===== src/rtl/serial_adder_pkg.sv =====
// serial_adder_pkg: shared types and defaults
// for the bit-serial adder controller.
package serial_adder_pkg;

  localparam int DEF_WIDTH = 8;

  typedef enum logic [1:0] {
    IDLE = 2'd0,
    RUN  = 2'd1,
    DONE = 2'd2
  } state_t;

endpackage


===== src/rtl/serial_adder_ctrl_full_adder.sv =====
// Full_Adder: one-bit combinational full adder
// used as the serial adder's bit slice.
module Full_Adder (
  input  logic A,
  input  logic B,
  input  logic C,
  output logic Ca,
  output logic Sum
);

  assign Sum = A ^ B ^ C;
  assign Ca  = (A & B) | (C & (A ^ B));

endmodule


===== src/rtl/serial_adder_ctrl.sv =====
// serial_adder_ctrl: LSB-first bit-serial adder
// driving a single Full_Adder slice.
module serial_adder_ctrl
  import serial_adder_pkg::*;
#(
  parameter int WIDTH = DEF_WIDTH
) (
  input  logic             clk,
  input  logic             rst_n,
  input  logic             start,
  input  logic [WIDTH-1:0] a_in,
  input  logic [WIDTH-1:0] b_in,
  input  logic             cin,
  output logic             busy,
  output logic             done,
  output logic [WIDTH-1:0] sum_out,
  output logic             cout_out
);

  localparam int CW = $clog2(WIDTH);
  localparam logic [CW-1:0] LAST = CW'(WIDTH - 1);

  state_t           r_state;
  state_t           w_next;
  logic [WIDTH-1:0] r_a_sh;
  logic [WIDTH-1:0] r_b_sh;
  logic [WIDTH-2:0] r_s_sh;
  logic [WIDTH-1:0] r_sum;
  logic [WIDTH-1:0] w_s_nxt;
  logic [CW-1:0]    r_cnt;
  logic             r_carry;
  logic             r_cout;
  logic             w_ca;
  logic             w_sum;
  logic             w_last;

  Full_Adder u_fa (
    .A   (r_a_sh[0]),
    .B   (r_b_sh[0]),
    .C   (r_carry),
    .Ca  (w_ca),
    .Sum (w_sum)
  );

  // Only the upper WIDTH-1 partial-sum bits
  // survive; the new bit enters at the MSB.
  assign w_s_nxt = {w_sum, r_s_sh};
  assign w_last  = (r_cnt == LAST);

  // State register with synchronous reset.
  always_ff @(posedge clk) begin
    if (!rst_n) r_state <= IDLE;
    else        r_state <= w_next;
  end

  // Next-state: start only counts in IDLE.
  always_comb begin
    w_next = r_state;
    unique case (r_state)
      IDLE:    if (start) w_next = RUN;
      RUN:     if (w_last) w_next = DONE;
      DONE:    w_next = IDLE;
      default: w_next = IDLE;
    endcase
  end

  // Datapath: load, shift one bit per RUN
  // cycle, publish the result on the last.
  always_ff @(posedge clk) begin
    if (!rst_n) begin
      r_a_sh  <= '0;
      r_b_sh  <= '0;
      r_s_sh  <= '0;
      r_sum   <= '0;
      r_cnt   <= '0;
      r_carry <= 1'b0;
      r_cout  <= 1'b0;
    end else if (r_state == IDLE) begin
      if (start) begin
        r_a_sh  <= a_in;
        r_b_sh  <= b_in;
        r_carry <= cin;
        r_cnt   <= '0;
      end
    end else if (r_state == RUN) begin
      r_carry <= w_ca;
      r_s_sh  <= w_s_nxt[WIDTH-1:1];
      r_a_sh  <= r_a_sh >> 1;
      r_b_sh  <= r_b_sh >> 1;
      if (w_last) begin
        r_sum  <= w_s_nxt;
        r_cout <= w_ca;
      end else begin
        r_cnt <= r_cnt + 1'b1;
      end
    end
  end

  assign busy     = (r_state != IDLE);
  assign done     = (r_state == DONE);
  assign sum_out  = r_sum;
  assign cout_out = r_cout;

endmodule


===== config.mk =====
export PLATFORM = sky130hd
export DESIGN_NAME = serial_adder_ctrl
export DESIGN_NICKNAME = d
export VERILOG_FILES = /design/src/rtl/serial_adder_pkg.sv /design/src/rtl/serial_adder_ctrl_full_adder.sv /design/src/rtl/serial_adder_ctrl.sv
export SDC_FILE = /design/constraint.sdc
export NUM_CORES = 1
export LEC_CHECK = 0
export ABC_AREA = 0
export BUFFER_PORTS_ARGS = -buffer_cell sky130_fd_sc_hd__buf_2
export CORE_MARGIN = 2
export CORE_UTILIZATION = 56
export CTS_BUF_LIST = sky130_fd_sc_hd__clkbuf_4 sky130_fd_sc_hd__clkbuf_8
export DETAILED_ROUTE_END_ITERATION = 7
export GPL_TIMING_DRIVEN = 1
export HOLD_SLACK_MARGIN = 0.05
export PLACE_DENSITY_LB_ADDON = 0.12
export SYNTH_ARGS = -nofsm -noshare
export SYNTH_HDL_FRONTEND = slang
export SYNTH_SLANG_ARGS = --single-unit
export TNS_END_PERCENT = 5

===== constraint.sdc =====
create_clock -name clk -period 1.4 [get_ports clk]
set_input_delay 0.28 -clock clk [delete_from_list [all_inputs] [get_ports clk]]
set_output_delay 0.28 -clock clk [all_outputs]
set_load 0.05 [all_outputs]

==> impl_metrics.tcl, run 1 <==
set metrics [dict create \
    route.detailed.drc 0 \
    synth.top_cells.by_area "sky130_fd_sc_hd__dfxtp_1 (47%), sky130_fd_sc_hd__a21oi_1 (10%), sky130_fd_sc_hd__nand2_1 (6.1%), sky130_fd_sc_hd__nand3_1 (4.1%), sky130_fd_sc_hd__o22ai_1 (3.5%)" \
    vias_in_the_first_global_route 1374 \
    period_minus_slack_ns 1.37 \
    dr_total_vias 1418 \
    clk_root_buffer_cell "sky130_fd_sc_hd__clkbuf_4" \
    clk-insertion-delay-late_ns 0.34 \
    synth_seq_area_share 0.475 \
    worstPathMaxFanout 8 \
    ir_worst_vdd_mv 1.10 \
    drt_pre_antenna_iters 4 \
    grt_antenna_before_repair 0 \
    worst_case_headroom_to_the_max_slew_limit 0.589 \
    num-fill-cells 238 \
    final_number_of_hold_violating_endpoints 0 \
    cts-buffers-inserted 5 \
    status "complete, no violations" \
    synthToLayoutAreaGrowth_pct 17.2 \
    grt_start_max_net_pins 23 \
    die_w_um 57.5 \
    power_frac_seq 0.573 \
    final.setup.tns_ns 0 \
    worst-setup-path-type "flip-flop to output pin" \
    fmaxAchievable_ghz 0.729 \
    design.portCount 31 \
    longest_clk_path_bufs 2 \
    cpMaxStageDelayCell "sky130_fd_sc_hd__dfxtp_4" \
    core_area_um2 2730 \
    critPathMaxStageDelay_ns 0.39 \
    portBuffers 30 \
    finalCritPeriodShare 0.980 \
    cell_internal_pwr_mw 1.50 \
    setup_viol 0 \
    synthDominantAreaCellType "sky130_fd_sc_hd__dfxtp_1" \
    ys_ff_latch 38 \
    switching_power_mw 0.558 \
    cp_top_family "flip-flops" \
    postSynth.topFlopCell "sky130_fd_sc_hd__dfxtp_1" \
    placementRows 19 \
    mappedNetlistArea_um2 1600 \
    drive_gt1_frac 0.269 \
    cts.sink_count 38 \
    required_ns 1.12 \
    vias_per_cell 5.67 \
    power.leakage_nw 0.766 \
    power.clock.fraction 0.297 \
    syn-instance-count 187 \
    reg2reg_setup_slack_ns 0.08 \
    post_synth_num_cell_types 28 \
    crit_path_end_kind "output pin" \
    initial_utilization 0.586 \
    tightest_slew_ns 0.615 \
    synth_enable_flop_cells 0 \
    fp.dieH_um 57.5 \
    power.density_nw_per_um2 1100 \
    yosys.area.top_type_share 0.475 \
    syn_area_per_cell_um2 8.57 \
    drt.antenna.violating_nets 0 \
    detailed_place_hpwl_um 2250 \
    detail_route.wirelength_um 3270 \
    final.setup_skew_ns 0.00679 \
    overflow 0 \
    floorplan.die_area_um2 3310 \
    design.final.nets 241 \
    antenna_cells 0 \
    timing_max_transition_violations_final 0 \
    cts_htree_levels 2 \
    track_usage 0.216 \
    cp_cell_sequence "buf_6 > nor2_4 > buf_6" \
    comb_power_share 0.131 \
    finalWeightedCongestion 0.762 \
    clk_transition_reported_paths_ns 0.11 \
    post-cts-setup-buffer-count 0 \
    synth_async_sr_flop_share 0 \
    core_util_final 0.687 \
    detail_route.wl_per_cell_um 13.1 \
    drt-initial-drc-count 30 \
    yosys.cell_count.top_type "sky130_fd_sc_hd__dfxtp_1" \
    most_frequent_cp_cell "sky130_fd_sc_hd__buf_6" \
    post_syn_nets 210 \
    min-delay-path-class "primary input to flip-flop" \
    start_kind "flip-flop" \
    sw_frac_of_total 0.271 \
    path_buf_inv 2 \
    netlist_top_cells_count "sky130_fd_sc_hd__dfxtp_1 (38), sky130_fd_sc_hd__a21oi_1 (32), sky130_fd_sc_hd__nand2_1 (26), sky130_fd_sc_hd__nand3_1 (13), sky130_fd_sc_hd__nor2_1 (12)" \
    rsz0062_at_grt "yes" \
    max-cap-violations 0 \
    hold_buffers 0 \
    synth_warnings 0 \
    critical_path_arrival_ns 1.09 \
    cts_tree "done" \
    grt_first_pass_wirelength_um 5620 \
]
==> sequential cells by signal, indices dropped and copies added, names as in the netlist <==
register,flops
cout_out,1
r_a_sh,8
r_b_sh,8
r_carry,1
r_cnt,3
r_s_sh,7
r_state,2
sum_out,8
==> per-stage QoR <==
step	instance area, µm²	hold WS (ns)	power [mW]	instances	worst slack [ns]
final	1880	0.205	2.06	250	0.0285
after global routing	1880	0.216	2.15	250	-0.0387
after global placement	1770	0.439	1.45	242	0.0739
after floorplan	1610	0.418	1.39	187	0.133
after detailed placement	1770	0.447	1.46	242	-0.0630
after CTS	1870	0.192	2.07	250	0.0105
==> worst register-to-register path: stages (launching register included) <==
cell and delay [ns]:
sky130_fd_sc_hd__dfxtp_2 0.36, sky130_fd_sc_hd__ha_1 0.23, sky130_fd_sc_hd__ha_4 0.20, sky130_fd_sc_hd__nor4b_2 0.24, sky130_fd_sc_hd__a31oi_1 0.08, sky130_fd_sc_hd__a21oi_1 0.13
==> metal layers <==
metal / track usage / up-vias / routed length [µm]
met2: 0.369 / 36 / 1610
met5: 0 / - / 0
met1: 0.260 / 654 / 1470
li1: - / 722 / -
met4: 0.0764 / 0 / 40
met3: 0.0612 / 6 / 151
==> power by group through the flow <==
stage	registers (mW)	logic [mW]	clock network [mW]
2_1_floorplan	1.19	0.208	0
3_3_place_gp	1.20	0.255	0
3_5_place_dp	1.20	0.262	0
4_1_cts	1.18	0.269	0.630
5_1_grt	1.18	0.300	0.669
6_report	1.18	0.268	0.610
==> final timing paths <==
path,start,end,cells after the start
max,r_state[0],done,3
min,b_in[7],r_b_sh[7],3
max reg2reg,r_cnt[0],r_cnt[0],5
min reg2reg,sum_out[5],sum_out[5],2
==> layout make-up <==
cell class | instances | area, µm² | share of cell area
flip-flops and latches | 38 | 767 | 0.408
well taps | 31 | 38.8 | 0.0207
multi-input cells | 130 | 751 | 0.400
inverters | 4 | 15.0 | 0.00799
clock inverters | 2 | 12.5 | 0.00666
repair buffers | 39 | 243 | 0.129
clock buffers | 6 | 51.3 | 0.0273
==> kinds of logic after synthesis <==
| family | Yosys count | share of synthesized area |
|---|---|---|
| AO/OA/AOI/OAI | 70 | 0.258 |
| buffers and inverters | 19 | 0.0804 |
| flip-flops | 38 | 0.475 |
| adder cells (fa/ha/maj) | 3 | 0.0281 |
| AND/OR/NAND/NOR | 57 | 0.159 |
==> what timing repair did <==
action / in CTS / in global routing
pin swaps: 0 / 0
cloned: 0 / 0
endpoints found under the setup margin: 12 / 12
gates resized for setup: 11 / 2
==> placed cells by master, fill, tap and decap left out, types with 2 or more instances in the layout <==
cell type,instances
sky130_fd_sc_hd__a21oi_1,32
sky130_fd_sc_hd__a31oi_1,3
sky130_fd_sc_hd__a32oi_1,2
sky130_fd_sc_hd__buf_2,28
sky130_fd_sc_hd__buf_4,8
sky130_fd_sc_hd__buf_6,2
sky130_fd_sc_hd__clkbuf_4,5
sky130_fd_sc_hd__dfxtp_1,35
sky130_fd_sc_hd__dfxtp_2,2
sky130_fd_sc_hd__inv_1,3
sky130_fd_sc_hd__nand2_1,26
sky130_fd_sc_hd__nand2b_1,2
sky130_fd_sc_hd__nand3_1,13
sky130_fd_sc_hd__nor2_1,10
sky130_fd_sc_hd__o21ai_0,6
sky130_fd_sc_hd__o21ai_1,9
sky130_fd_sc_hd__o22ai_1,9
sky130_fd_sc_hd__o2bb2ai_1,6
Power figures use the tool's default switching activity.
==> run 2, diff against run 1 <==
- ABC_AREA: 0 -> 1
- CORE_UTILIZATION: 56 -> 30
==> impl_metrics.tcl, run 2 <==
set metrics [dict create \
    cts-buffers-inserted 5 \
    worst-setup-path-type "flip-flop to output pin" \
    r2r_end "sum_out[4]" \
    placedInstanceArea_um2 1980 \
    worst_case_headroom_to_the_max_slew_limit 0.833 \
    fin_area_um2 2170 \
    detail_route.wirelength_um 3610 \
    synth_enable_flop_cells 0 \
    cp_top_family "flip-flops" \
    fmaxAchievable_ghz 0.744 \
    grt_first_pass_wirelength_um 6090 \
    core_area_um2 5470 \
    netlist_top_cells_count "sky130_fd_sc_hd__nand2_1 (70), sky130_fd_sc_hd__nor2_1 (45), sky130_fd_sc_hd__inv_1 (42), sky130_fd_sc_hd__dfxtp_1 (38), sky130_fd_sc_hd__a21oi_1 (22)" \
    worstSetupPathDepth 3 \
    design.portCount 31 \
    syn_area_per_cell_um2 6.59 \
    cpMaxStageDelayCell "sky130_fd_sc_hd__dfxtp_2" \
    final_number_of_hold_violating_endpoints 0 \
    overflow 0 \
    fp.dieH_um 79.1 \
    clk-insertion-delay-late_ns 0.29 \
    timing.critical_path.to "done" \
    power.leakage_nw 1.12 \
    hold_buffers 0 \
    die_w_um 79.1 \
    start_kind "flip-flop" \
    ys_ff_latch 38 \
    timing_max_transition_violations_final 0 \
    finish.cell_count_without_fillers 365 \
    synth_async_sr_flop_share 0 \
    synth_warnings 0 \
    layout_commonest_cell "sky130_fd_sc_hd__nand2_1" \
    required_ns 1.12 \
    yosys.area.top_type_share 0.449 \
    vias_per_cell 4.19 \
    synthToLayoutAreaGrowth_pct 27.9 \
    antenna_cells 0 \
    mappedNetlistArea_um2 1690 \
    worst_setup_path_startpoint "r_state[1]" \
    placementRows 27 \
    grt_start_max_net_pins 33 \
    clk_root_buffer_cell "sky130_fd_sc_hd__clkbuf_8" \
    synth.top_cells.by_area "sky130_fd_sc_hd__dfxtp_1 (45%), sky130_fd_sc_hd__nand2_1 (16%), sky130_fd_sc_hd__nor2_1 (10%), sky130_fd_sc_hd__inv_1 (9.3%), sky130_fd_sc_hd__a21oi_1 (6.5%)" \
    fin_ws_ns 0.0565 \
    tightest_slew_ns 0.252 \
    cp_cell_sequence "inv_1 > nor2_2 > buf_6" \
    synthDominantAreaCellType "sky130_fd_sc_hd__dfxtp_1" \
    detail_route.wl_per_cell_um 9.88 \
    num-fill-cells 613 \
    cts.sink_count 38 \
    finalWeightedCongestion 0.700 \
    yosys.cell_count.top_type "sky130_fd_sc_hd__nand2_1" \
    detailed_place_hpwl_um 2550 \
    post_synth_num_cell_types 16 \
    min-delay-start "b_in[7]" \
    max-cap-violations 0 \
    reg2reg_setup_slack_ns 0.09 \
    final.setup.tns_ns 0 \
    drt_pre_antenna_iters 4 \
    ir_worst_vdd_mv 0.399 \
    floorplan.die_area_um2 6260 \
    design.final.nets 315 \
    clk_transition_reported_paths_ns 0.08 \
    final.setup_skew_ns 0.00924 \
    drt.antenna.violating_nets 0 \
    critPathMaxStageDelay_ns 0.37 \
    period_minus_slack_ns 1.34 \
    drt-initial-drc-count 58 \
    p_total_mw 2.66 \
    initial_utilization 0.309 \
    min-delay-path-class "primary input to flip-flop" \
    dr_total_vias 1528 \
    grt_antenna_before_repair 0 \
    cts_tree "done" \
    layout.cells.most_common_list "sky130_fd_sc_hd__nand2_1 (70), sky130_fd_sc_hd__nor2_1 (44), sky130_fd_sc_hd__inv_1 (41), sky130_fd_sc_hd__dfxtp_1 (36), sky130_fd_sc_hd__buf_2 (28)" \
    pre_cts_ws_ns 0.0362 \
    vias_in_the_first_global_route 1383 \
    finalCritPeriodShare 0.960 \
    post_syn_nets 280 \
    portBuffers 30 \
    syn-instance-count 257 \
    crit_path_end_kind "output pin" \
    status "complete, no violations" \
    dpl.cell_count 356 \
    synth_seq_area_share 0.449 \
    route.detailed.drc 0 \
    worst_r2r_path_depth 7 \
    worstPathMaxFanout 4 \
    postSynth.topFlopCell "sky130_fd_sc_hd__dfxtp_1" \
    track_usage 0.124 \
    longest_clk_path_bufs 2 \
    path_buf_inv 2 \
    drive_gt1_frac 0.188 \
    rsz0062_at_grt "yes" \
    critical_path_arrival_ns 1.06 \
    cts_htree_levels 2 \
    worstReg2RegStart "r_cnt[0]" \
    setup_viol 0 \
    power.density_nw_per_um2 1230 \
]
[run 2: cell count changes after synthesis, moves of 8 or more]
cell                      previous run  this run
sky130_fd_sc_hd__nand2_1            26        70
sky130_fd_sc_hd__inv_1               3        42
sky130_fd_sc_hd__o21ai_0             6        15
sky130_fd_sc_hd__nand3_1            13         5
sky130_fd_sc_hd__o22ai_1             9         0
sky130_fd_sc_hd__nor2_1             12        45
sky130_fd_sc_hd__a21oi_1            32        22
[run 2: per-stage QoR]
stage / utilization / hold slack [ns]
global placement: 0.361 / 0.457
global route: 0.396 / 0.241
floorplan: - / 0.416
finish: 0.396 / 0.231
CTS: 0.391 / 0.215
detailed placement: 0.361 / 0.464
[run 2: cell type report]
class	instances	area, µm²	share of cell area
clock inverter	2	60.1	0.0277
clock buffer	6	82.6	0.0381
inverter	44	165	0.0763
tap	72	90.1	0.0416
multi-input combinational	166	737	0.340
sequential	38	766	0.354
timing repair buffer	37	265	0.122
[run 2: how the worst min path moves through the flow]
stage	end	slack (ns)	depth (start not counted)
floorplan	r_state[1]	0.42	2
global placement	r_a_sh[7]	0.46	2
detailed placement	r_a_sh[7]	0.46	2
CTS	r_a_sh[7]	0.22	3
global route	r_a_sh[7]	0.24	3
finish	r_b_sh[7]	0.23	3
[run 2: timing repair]
item / CTS / global route
gates resized for setup: 7 / 4
endpoints found under the setup margin: 2 / 11
pin swaps: 0 / 1
gates cloned: 0 / 0
setup buffers: 0 / 1
[run 2: logic make-up after synthesis]
| family | count (synthesis) | share of synthesized area |
|---|---|---|
| fa+ha+maj | 3 | 0.0266 |
| compound gates | 40 | 0.118 |
| simple gates | 123 | 0.284 |
| flops | 38 | 0.449 |
| buf+inv | 53 | 0.122 |
[run 2: worst reg2reg max path: stages (launching register included)]
cell and delay [ns]:
sky130_fd_sc_hd__dfxtp_1 0.33, sky130_fd_sc_hd__ha_1 0.20, sky130_fd_sc_hd__ha_1 0.21, sky130_fd_sc_hd__inv_2 0.09, sky130_fd_sc_hd__nor2_4 0.05, sky130_fd_sc_hd__buf_12 0.13, sky130_fd_sc_hd__o21ai_0 0.15, sky130_fd_sc_hd__nor2_1 0.05
[run 2: routing by layer]
metal	up-vias	part of all wire	GRT usage	routed length, µm
li1	836	-	-	-
met1	666	0.51	0.152	1830
met2	20	0.44	0.196	1570
met3	6	0.035	0.0386	128
met4	0	0.020	0.0621	72
met5	-	0	0	0
[run 2: power breakdown]
group          internal [mW]  switching (mW)  total (mW)  leakage, nW
Combinational          0.136           0.190       0.326        0.737
Clock                  0.760           0.401        1.16       0.0714
Sequential              1.14          0.0315        1.18        0.313
Total                   2.04           0.622        2.66         1.12
==> run 3, diff against run 2 <==
- ABC_AREA: 1 -> 0
- clock period: 1.4 -> 1.1 ns (I/O delays scaled with it)
==> impl_metrics.tcl, run 3 (synthesis gave the netlist of run 1 again) <==
set metrics [dict create \
    status "complete, but fails checks" \
    violations "setup timing" \
    power.leakage_nw 0.838 \
    critPathMaxStageDelay_ns 0.34 \
    path_buf_inv 3 \
    grt_first_pass_wirelength_um 6410 \
    power.density_nw_per_um2 1350 \
    clk-insertion-delay-late_ns 0.28 \
    synthToLayoutAreaGrowth_pct 32.4 \
    rsz0062_at_grt "yes" \
    worst_case_headroom_to_the_max_slew_limit 0.853 \
    layout_commonest_cell "sky130_fd_sc_hd__dfxtp_1" \
    fmaxAchievable_ghz 0.807 \
    antenna_cells 0 \
    setup_viol 18 \
    timing_max_transition_violations_final 0 \
    p_total_mw 2.86 \
    fin_area_um2 2120 \
    detailed_place_hpwl_um 2440 \
    design.portCount 31 \
    layout.cells.most_common_list "sky130_fd_sc_hd__dfxtp_1 (33), sky130_fd_sc_hd__a21oi_1 (32), sky130_fd_sc_hd__nand2_1 (26), sky130_fd_sc_hd__buf_4 (22), sky130_fd_sc_hd__buf_2 (19)" \
    reg2reg_setup_slack_ns -0.10 \
    min-delay-path-class "primary input to flip-flop" \
    hold_buffers 0 \
    vias_in_the_first_global_route 1452 \
    power.clock.fraction 0.329 \
    ir_worst_vdd_mv 0.655 \
    cts.sink_count 38 \
    final_number_of_hold_violating_endpoints 0 \
    portBuffers 30 \
    detail_route.wirelength_um 3740 \
    cts-buffers-inserted 5 \
    overflow 0 \
    tightest_slew_ns 0.221 \
    start_kind "flip-flop" \
    fin_ws_ns -0.139 \
    drt_pre_antenna_iters 4 \
    cpMaxStageDelayCell "sky130_fd_sc_hd__dfxtp_2" \
    grt_antenna_before_repair 0 \
    longest_clk_path_bufs 2 \
    drive_gt1_frac 0.341 \
    crit_path_end_kind "output pin" \
    required_ns 0.88 \
    design.final.nets 253 \
    worstPathMaxFanout 5 \
    comb_power_share 0.148 \
    switching_power_mw 0.721 \
    route.detailed.drc 0 \
    most_frequent_cp_cell "sky130_fd_sc_hd__buf_6" \
    core_area_um2 5140 \
    detail_route.wl_per_cell_um 12.5 \
    finalWeightedCongestion 0.743 \
    pre_cts_ws_ns -0.191 \
    worst-setup-path-type "flip-flop to output pin" \
    die_w_um 77.1 \
    fp.dieH_um 77.1 \
    track_usage 0.134 \
    dr_total_vias 1453 \
    finalCritPeriodShare 1.13 \
    clk_root_buffer_cell "sky130_fd_sc_hd__clkbuf_8" \
    final.setup_skew_ns 0.00265 \
    placementRows 26 \
    clk_transition_reported_paths_ns 0.07 \
    grt_start_max_net_pins 23 \
    max-cap-violations 0 \
    cp_cell_sequence "buf_6 > nor2_4 > inv_2 > buf_6" \
    period_minus_slack_ns 1.24 \
    sw_frac_of_total 0.252 \
    cts_htree_levels 2 \
    placedInstanceArea_um2 1900 \
    vias_per_cell 4.86 \
    cts_tree "done" \
    floorplan.die_area_um2 5940 \
    initial_utilization 0.312 \
    drt.antenna.violating_nets 0 \
    cell_internal_pwr_mw 2.14 \
    cp_top_family "flip-flops" \
    critical_path_arrival_ns 1.02 \
    power_frac_seq 0.522 \
    drt-initial-drc-count 63 \
    final.hold.worst_slack_ns 0.207 \
]
run 3: cell count changes in the layout (fill, tap and decap cells not counted), moves of 4 or more:
cell / previous run / this run
sky130_fd_sc_hd__buf_6: 2 / 6
sky130_fd_sc_hd__o21ai_0: 14 / 0
sky130_fd_sc_hd__inv_1: 41 / 2
sky130_fd_sc_hd__o22ai_1: 0 / 8
sky130_fd_sc_hd__buf_2: 28 / 19
sky130_fd_sc_hd__a21oi_1: 22 / 32
sky130_fd_sc_hd__buf_4: 3 / 22
sky130_fd_sc_hd__o2bb2ai_1: 0 / 6
sky130_fd_sc_hd__nand2_1: 70 / 26
sky130_fd_sc_hd__nor2_1: 44 / 8
sky130_fd_sc_hd__o21ai_1: 3 / 15
sky130_fd_sc_hd__nand3_1: 5 / 13
run 3: through the flow:
stage	std cells	utilization	setup TNS, ns
global placement	290	0.370	-1.87
finish	299	0.413	-0.861
floorplan	187	-	-1.37
global route	299	0.413	-2.82
CTS	299	0.403	-1.42
detailed placement	290	0.370	-2.13
run 3: layer usage:
layer,wire [µm],vias up,global-route usage
met5,0,-,0
met4,44,0,0.0482
met3,131,5,0.0365
met2,1770,26,0.234
met1,1780,674,0.156
li1,-,748,-
run 3: worst paths after layout:
kind         startpoint          to  depth (start not counted)
max reg2reg  r_state[0]    r_cnt[0]                          6
max          r_state[0]        busy                          4
min             a_in[7]   r_a_sh[7]                          3
min reg2reg  sum_out[4]  sum_out[4]                          2
run 3: tightest hold or removal path, stage by stage:
cell                      delay, ns
sky130_fd_sc_hd__buf_2         0.08
sky130_fd_sc_hd__a32oi_1       0.08
sky130_fd_sc_hd__nor2_1        0.07
run 3: cell type report:
class | instances | area [µm²]
well taps | 70 | 87.6
fillers | 550 | 3020
flip-flops and latches | 38 | 769
clock buffers | 6 | 82.6
multi-input cells | 130 | 795
repair buffers | 51 | 370
inverters | 4 | 17.5
run 3: timing repair:
| item | 4_1_cts | 5_1_grt |
|---|---|---|
| buffers inserted | 3 | 0 |
| resized for setup | 24 | 20 |
| cloned | 0 | 0 |
| hold endpoints to repair | 0 | 0 |
| endpoints found under the setup margin | 32 | 38 |
| pin swaps | 6 | 6 |
run 3: power groups by stage:
stage	Clock [mW]	Combinational (mW)	Sequential, mW
finish	0.941	0.424	1.49
global placement	0	0.384	1.52
floorplan	0	0.267	1.51
CTS	0.974	0.411	1.49
detailed placement	0	0.380	1.52
global route	1.03	0.474	1.50
